**src/rtl/uart_rx_param.sv**
```systemverilog
// UART receiver: 2-flop sync, 3-tap majority vote, odd/even parity, 1-2 stops.
// Ports: uart_clk/reset, rxd in; rx_data/rx_valid/flags out, rx_ready, overrun_clr in.
module uart_rx_param #(
  parameter int OVERSAMPLE = 16,
  parameter int DATA_BITS  = 8,
  parameter int PARITY     = 0,
  parameter int STOP_BITS  = 1
) (
  input  logic                 uart_clk,
  input  logic                 reset,
  input  logic                 rxd,
  output logic [DATA_BITS-1:0] rx_data,
  output logic                 rx_valid,
  input  logic                 rx_ready,
  output logic                 rx_parity_err,
  output logic                 rx_frame_err,
  output logic                 rx_overrun,
  input  logic                 overrun_clr,
  output logic                 rx_busy
);

  localparam int TW = $clog2(OVERSAMPLE);
  localparam logic [TW-1:0] T_ZERO = '0;
  localparam logic [TW-1:0] T_ONE  = TW'(1);
  localparam logic [TW-1:0] T_LAST = TW'(OVERSAMPLE - 1);
  localparam logic [TW-1:0] T_MM1  = TW'(OVERSAMPLE / 2 - 1);
  localparam logic [TW-1:0] T_M    = TW'(OVERSAMPLE / 2);
  localparam logic [TW-1:0] T_MP1  = TW'(OVERSAMPLE / 2 + 1);
  localparam logic [3:0]    B_DLST = 4'(DATA_BITS - 1);
  localparam logic [3:0]    B_SLST = 4'(STOP_BITS - 1);

  typedef enum logic [2:0] {
    IDLE,
    START,
    DATA,
    PAR,
    STOP
  } state_e;

  state_e               state_q, state_d;
  logic [TW-1:0]        tick_q, tick_d;
  logic [3:0]           bit_q, bit_d;
  logic [1:0]           sync_q;
  logic [1:0]           fill_q;
  logic                 armed_q, prev_q;
  logic [1:0]           samp_q;
  logic [DATA_BITS-1:0] sr_q, sr_d;
  logic                 par_q, par_d;
  logic                 facc_q, facc_d;
  logic [DATA_BITS-1:0] data_q, data_d;
  logic                 valid_q, valid_d;
  logic                 perr_q, perr_d;
  logic                 ferr_q, ferr_d;
  logic                 ovr_q, ovr_d;

  logic rxd_s, start_det, decide, wrap, bit_v;
  logic done, done_ferr, perr_v, accept;

  assign rxd_s = sync_q[1];
  // Reset value of the sync chain must not arm the detector,
  // so only count a 1 once real line data has filled both flops.
  assign start_det = armed_q & prev_q & ~rxd_s;
  assign decide = (state_q != IDLE) && (tick_q == T_MP1);
  assign wrap = (tick_q == T_LAST);
  assign bit_v = (samp_q[0] & samp_q[1]) |
                 (samp_q[0] & rxd_s) |
                 (samp_q[1] & rxd_s);
  assign perr_v = (PARITY == 1) ? ~par_q :
                  (PARITY == 2) ?  par_q : 1'b0;
  assign accept = valid_q & rx_ready;

  always_ff @(posedge uart_clk or negedge reset) begin
    if (!reset) begin
      sync_q  <= 2'b11;
      fill_q  <= 2'b00;
      armed_q <= 1'b0;
      prev_q  <= 1'b0;
      samp_q  <= 2'b00;
      state_q <= IDLE;
      tick_q  <= '0;
      bit_q   <= '0;
      sr_q    <= '0;
      par_q   <= 1'b0;
      facc_q  <= 1'b0;
      data_q  <= '0;
      valid_q <= 1'b0;
      perr_q  <= 1'b0;
      ferr_q  <= 1'b0;
      ovr_q   <= 1'b0;
    end else begin
      sync_q  <= {sync_q[0], rxd};
      fill_q  <= {fill_q[0], 1'b1};
      armed_q <= armed_q | (fill_q[1] & rxd_s);
      prev_q  <= rxd_s;
      if (tick_q == T_MM1) samp_q[0] <= rxd_s;
      if (tick_q == T_M) samp_q[1] <= rxd_s;
      state_q <= state_d;
      tick_q  <= tick_d;
      bit_q   <= bit_d;
      sr_q    <= sr_d;
      par_q   <= par_d;
      facc_q  <= facc_d;
      data_q  <= data_d;
      valid_q <= valid_d;
      perr_q  <= perr_d;
      ferr_q  <= ferr_d;
      ovr_q   <= ovr_d;
    end
  end

  always_comb begin
    state_d   = state_q;
    tick_d    = tick_q;
    bit_d     = bit_q;
    sr_d      = sr_q;
    par_d     = par_q;
    facc_d    = facc_q;
    done      = 1'b0;
    done_ferr = 1'b0;
    if (state_q != IDLE) begin
      tick_d = wrap ? T_ZERO : tick_q + T_ONE;
    end
    unique case (state_q)
      IDLE: begin
        if (start_det) begin
          // Detection cycle is tick 0 of the start bit.
          state_d = START;
          tick_d  = T_ONE;
          bit_d   = 4'd0;
          par_d   = 1'b0;
          facc_d  = 1'b0;
        end
      end
      START: begin
        if (decide && bit_v) begin
          state_d = IDLE;
          tick_d  = T_ZERO;
        end else if (wrap) begin
          state_d = DATA;
          bit_d   = 4'd0;
        end
      end
      DATA: begin
        if (decide) begin
          sr_d  = {bit_v, sr_q[DATA_BITS-1:1]};
          par_d = par_q ^ bit_v;
        end
        if (wrap) begin
          if (bit_q == B_DLST) begin
            bit_d   = 4'd0;
            state_d = (PARITY != 0) ? PAR : STOP;
          end else begin
            bit_d = bit_q + 4'd1;
          end
        end
      end
      PAR: begin
        if (decide) par_d = par_q ^ bit_v;
        if (wrap) begin
          state_d = STOP;
          bit_d   = 4'd0;
        end
      end
      STOP: begin
        if (decide) facc_d = facc_q | ~bit_v;
        if (decide && (bit_q == B_SLST)) begin
          // Leave early so a start edge right after the
          // stop decision is not missed.
          done      = 1'b1;
          done_ferr = facc_q | ~bit_v;
          state_d   = IDLE;
          tick_d    = T_ZERO;
          bit_d     = 4'd0;
        end else if (wrap) begin
          bit_d = bit_q + 4'd1;
        end
      end
      default: begin
        state_d = IDLE;
        tick_d  = T_ZERO;
        bit_d   = 4'd0;
      end
    endcase
  end

  always_comb begin
    data_d  = data_q;
    valid_d = valid_q;
    perr_d  = perr_q;
    ferr_d  = ferr_q;
    ovr_d   = ovr_q;
    if (done && (!valid_q || accept)) begin
      data_d  = sr_q;
      perr_d  = perr_v;
      ferr_d  = done_ferr;
      valid_d = 1'b1;
    end else if (accept) begin
      valid_d = 1'b0;
    end
    if (overrun_clr) ovr_d = 1'b0;
    if (done && valid_q && !accept) ovr_d = 1'b1;
  end

  assign rx_data       = data_q;
  assign rx_valid      = valid_q;
  assign rx_parity_err = perr_q;
  assign rx_frame_err  = ferr_q;
  assign rx_overrun    = ovr_q;
  assign rx_busy       = (state_q != IDLE);

endmodule

```
**config.mk**
```make
export PLATFORM = sky130hd
export DESIGN_NAME = uart_rx_param
export DESIGN_NICKNAME = d
export VERILOG_FILES = /design/src/rtl/uart_rx_param.sv
export SDC_FILE = /design/constraint.sdc
export NUM_CORES = 1
export LEC_CHECK = 0
export ABC_CLOCK_PERIOD_IN_PS = 3170
export CAP_MARGIN = 20
export CELL_PAD_IN_SITES_DETAIL_PLACEMENT = 0
export CELL_PAD_IN_SITES_GLOBAL_PLACEMENT = 1
export CORE_MARGIN = 4
export CORE_UTILIZATION = 45
export CTS_BUF_LIST = sky130_fd_sc_hd__clkbuf_4
export CTS_CLUSTER_SIZE = 25
export DETAILED_ROUTE_END_ITERATION = 8
export GPL_TIMING_DRIVEN = 0
export PLACE_DENSITY = 0.89
export SLEW_MARGIN = 20
export SYNTH_ARGS = -nofsm -noshare
export SYNTH_HDL_FRONTEND = slang
export SYNTH_SLANG_ARGS = --single-unit
```
**constraint.sdc**
```tcl
create_clock -name uart_clk -period 3.17 [get_ports uart_clk]
set_clock_uncertainty 0.15 [all_clocks]
set_input_delay 0.7925 -clock uart_clk [delete_from_list [all_inputs] [get_ports uart_clk]]
set_output_delay 0.7925 -clock uart_clk [all_outputs]
set_load 0.02 [all_outputs]
```
==> run metrics <==
RD Place Congestion 0.787; fraction of layout cells with a size suffix above 1 0.241; dpl cell area 2070 µm²; worst rel slew slack 0.584; DRT Pass-1 Iters 4; fmax 350 MHz; Worst-path clk slew 130 ps; Routed WL per cell 14.7 µm; WHS 137 ps; PD cells 658 nW/µm²; FF-to-FF path depth 6; YS warnings 0; EDFF count, synth 0; clock sink total 39; synth top area cells dfrtp_1 50%, mux2_2 12%, ha_1 3.4%, dfstp_2 2.9%, nand2_1 2.7%; Post-Syn Area 1840 µm²; cell taking the most area after synthesis dfrtp_1; FFs w/ async S/R, synth 1.00; worst r2r src bit_q[0]; IO Port Bufs 16; Num CTS Buffers 5; crit path capture type output pin; Max-Cap Viols 0; CP Data Required Time 2230 ps; Post-DRT Antenna Nets 0; status finished clean; pin count of the biggest net entering global routing 31; Synth cell types 46; Synth Instances 162; post-synth top area share 0.504; final-report max-slew violation count 0; register bit total from synthesis 39; Max VDD drop 0.328 mV; first-pass GRT wire length 6150 µm; drt initial violations 97; final wirelength 3470 µm; clock latency on the worst-skew pair 340 ps; worst-case clock buffer depth 2; Worst setup SP type flop; core area 3800 µm²; setup TNS 0 ps; total grt overflow 0; I/O Pins 18; row count 22; Area growth syn-to-layout 15.9%; via count 1271; final hold violation count 0; vias per std cell 5.41; RSZ-0062 raised after global routing false; Pwr Total 1.40 mW; Post-CTS Setup Repair Bufs 0; Post-CTS Resized 0; Pleak 1.00 nW; CTS root buf clkbuf_4; Hold Buf Count CTS 0; Worst Setup EP rx_busy; Worst R2R End bit_q[3]; design area 2130 µm²; CP Max Fanout 10; arrival time of the worst setup path 1910 ps; nets 196; initial antenna violation count 0; number of global-route vias before repair 1290; Synth Flop Type dfrtp_1; DP HPWL 2530 µm; Die W 71.9 µm; Tcrit/Tclk final 0.900; Post-Syn Nets 172; Critical path origin state_q[0]; flop-to-flop setup slack 870 ps; Avg Inst Size Synth 11.3 µm²; Hold WC Path Type in -> async; Starting Density 0.484; TritonCTS clock tree done; Crit Path Class reg -> out; # diodes 0; # setup viols final 0; Total Routing Usage GR 0.153; post-route minimum period 2850 ps; sequential fraction of the synthesis area 0.532; CTS H-tree lvls 2; Least-Margin Pin Slew 615 ps; die height 71.9 µm; # DRC 0; die area 5170 µm²; fillers 329
metrics by stage:
step | setup WS [ps] | instances | utilization
3_5_place_dp | 688 | 227 | 0.546
6_report | 317 | 235 | 0.561
4_1_cts | 284 | 235 | 0.561
5_1_grt | 208 | 235 | 0.561
2_1_floorplan | 1050 | 162 | -
3_3_place_gp | 312 | 226 | 0.542
report_power, final:
group | internal (mW) | leakage [nW] | switching, mW
sequential | 0.572 | 0.506 | 0.0937
combinational | 0.220 | 0.469 | 0.262
clock | 0.0847 | 0.0272 | 0.170
flip-flops by register name (all words and copies together), names as in the netlist, 2 cells and up:
signal,count
rx_data,8
sr_q,8
bit_q,4
tick_q,4
state_q,3
fill_q,2
samp_q,2
sync_q,2
how the worst min path moves through the flow:
stage	start	to	slack (ps)
6_report	reset	tick_q[0]	140
5_1_grt	reset	state_q[2]	140
4_1_cts	reset	state_q[1]	130
3_5_place_dp	fill_q[0]	fill_q[1]	190
3_3_place_gp	fill_q[0]	fill_q[1]	190
2_1_floorplan	fill_q[0]	fill_q[1]	180
Yosys cell counts, drive strengths merged (3+ instances only):
library cell,number
a21oi,7
nand3,7
dfrtp,37
mux2,19
o21ai,5
ha,5
and3,3
or3,3
nand2,13
inv,10
nor2,10
clkbuf,4
nor3,3
critical path: stages, from the launching register on:
cell and delay [ps]:
dfrtp_1 390, buf_6 140, or3_1 330, clkbuf_2 160, clkdlybuf4s50_1 550
area by class of cell:
| type | instances | area [µm²] | area share |
|---|---|---|---|
| Sequential cell | 39 | 978 | 0.459 |
| Multi-Input combinational cell | 107 | 787 | 0.369 |
| Timing Repair Buffer | 17 | 175 | 0.0822 |
| Tap cell | 48 | 60.1 | 0.0282 |
| Clock buffer | 5 | 37.5 | 0.0176 |
| Inverter | 10 | 37.5 | 0.0176 |
| Buffer | 6 | 35.0 | 0.0164 |
| Clock inverter | 3 | 20.0 | 0.00940 |
placed cells by master (no fill, tap or decap), types with 2 or more instances in the layout:
| cell | Yosys | final |
|---|---|---|
| a21o_1 | 2 | 2 |
| dfrtp_1 | 37 | 37 |
| clkbuf_4 | 0 | 5 |
| nand2_1 | 13 | 13 |
| a31oi_1 | 2 | 2 |
| o22ai_1 | 2 | 2 |
| o21ai_0 | 5 | 5 |
| and3_2 | 2 | 2 |
| nand2b_1 | 2 | 2 |
| ha_1 | 5 | 5 |
| or3_1 | 2 | 2 |
| mux2_2 | 19 | 19 |
| clkdlybuf4s50_1 | 0 | 15 |
| nand3_1 | 7 | 7 |
| dfstp_2 | 2 | 2 |
| maj3_1 | 2 | 2 |
| clkbuf_1 | 3 | 3 |
| conb_1 | 2 | 2 |
| inv_1 | 10 | 10 |
| nor2_1 | 8 | 8 |
| clkinvlp_4 | 0 | 2 |
| a21oi_1 | 7 | 7 |
| nor3_1 | 3 | 3 |
| a311oi_1 | 2 | 2 |
metal layers:
metal / routed length (µm) / track usage / vias up
met5: 0 / 0 / -
met4: 76 / 0.0605 / 0
met3: 154 / 0.0429 / 8
met2: 1650 / 0.231 / 33
met1: 1580 / 0.209 / 615
li1: - / - / 615
cell families after synthesis:
| family | Yosys count | synth area share |
|---|---|---|
| flops | 39 | 0.532 |
| mux | 19 | 0.116 |
| fa+ha+maj | 7 | 0.0449 |
| buf+inv | 16 | 0.0395 |
| simple gates | 49 | 0.151 |
| compound gates | 30 | 0.112 |
| other cells | 2 | 0.00409 |
No activity file was read; power rests on OpenSTA's default activity.
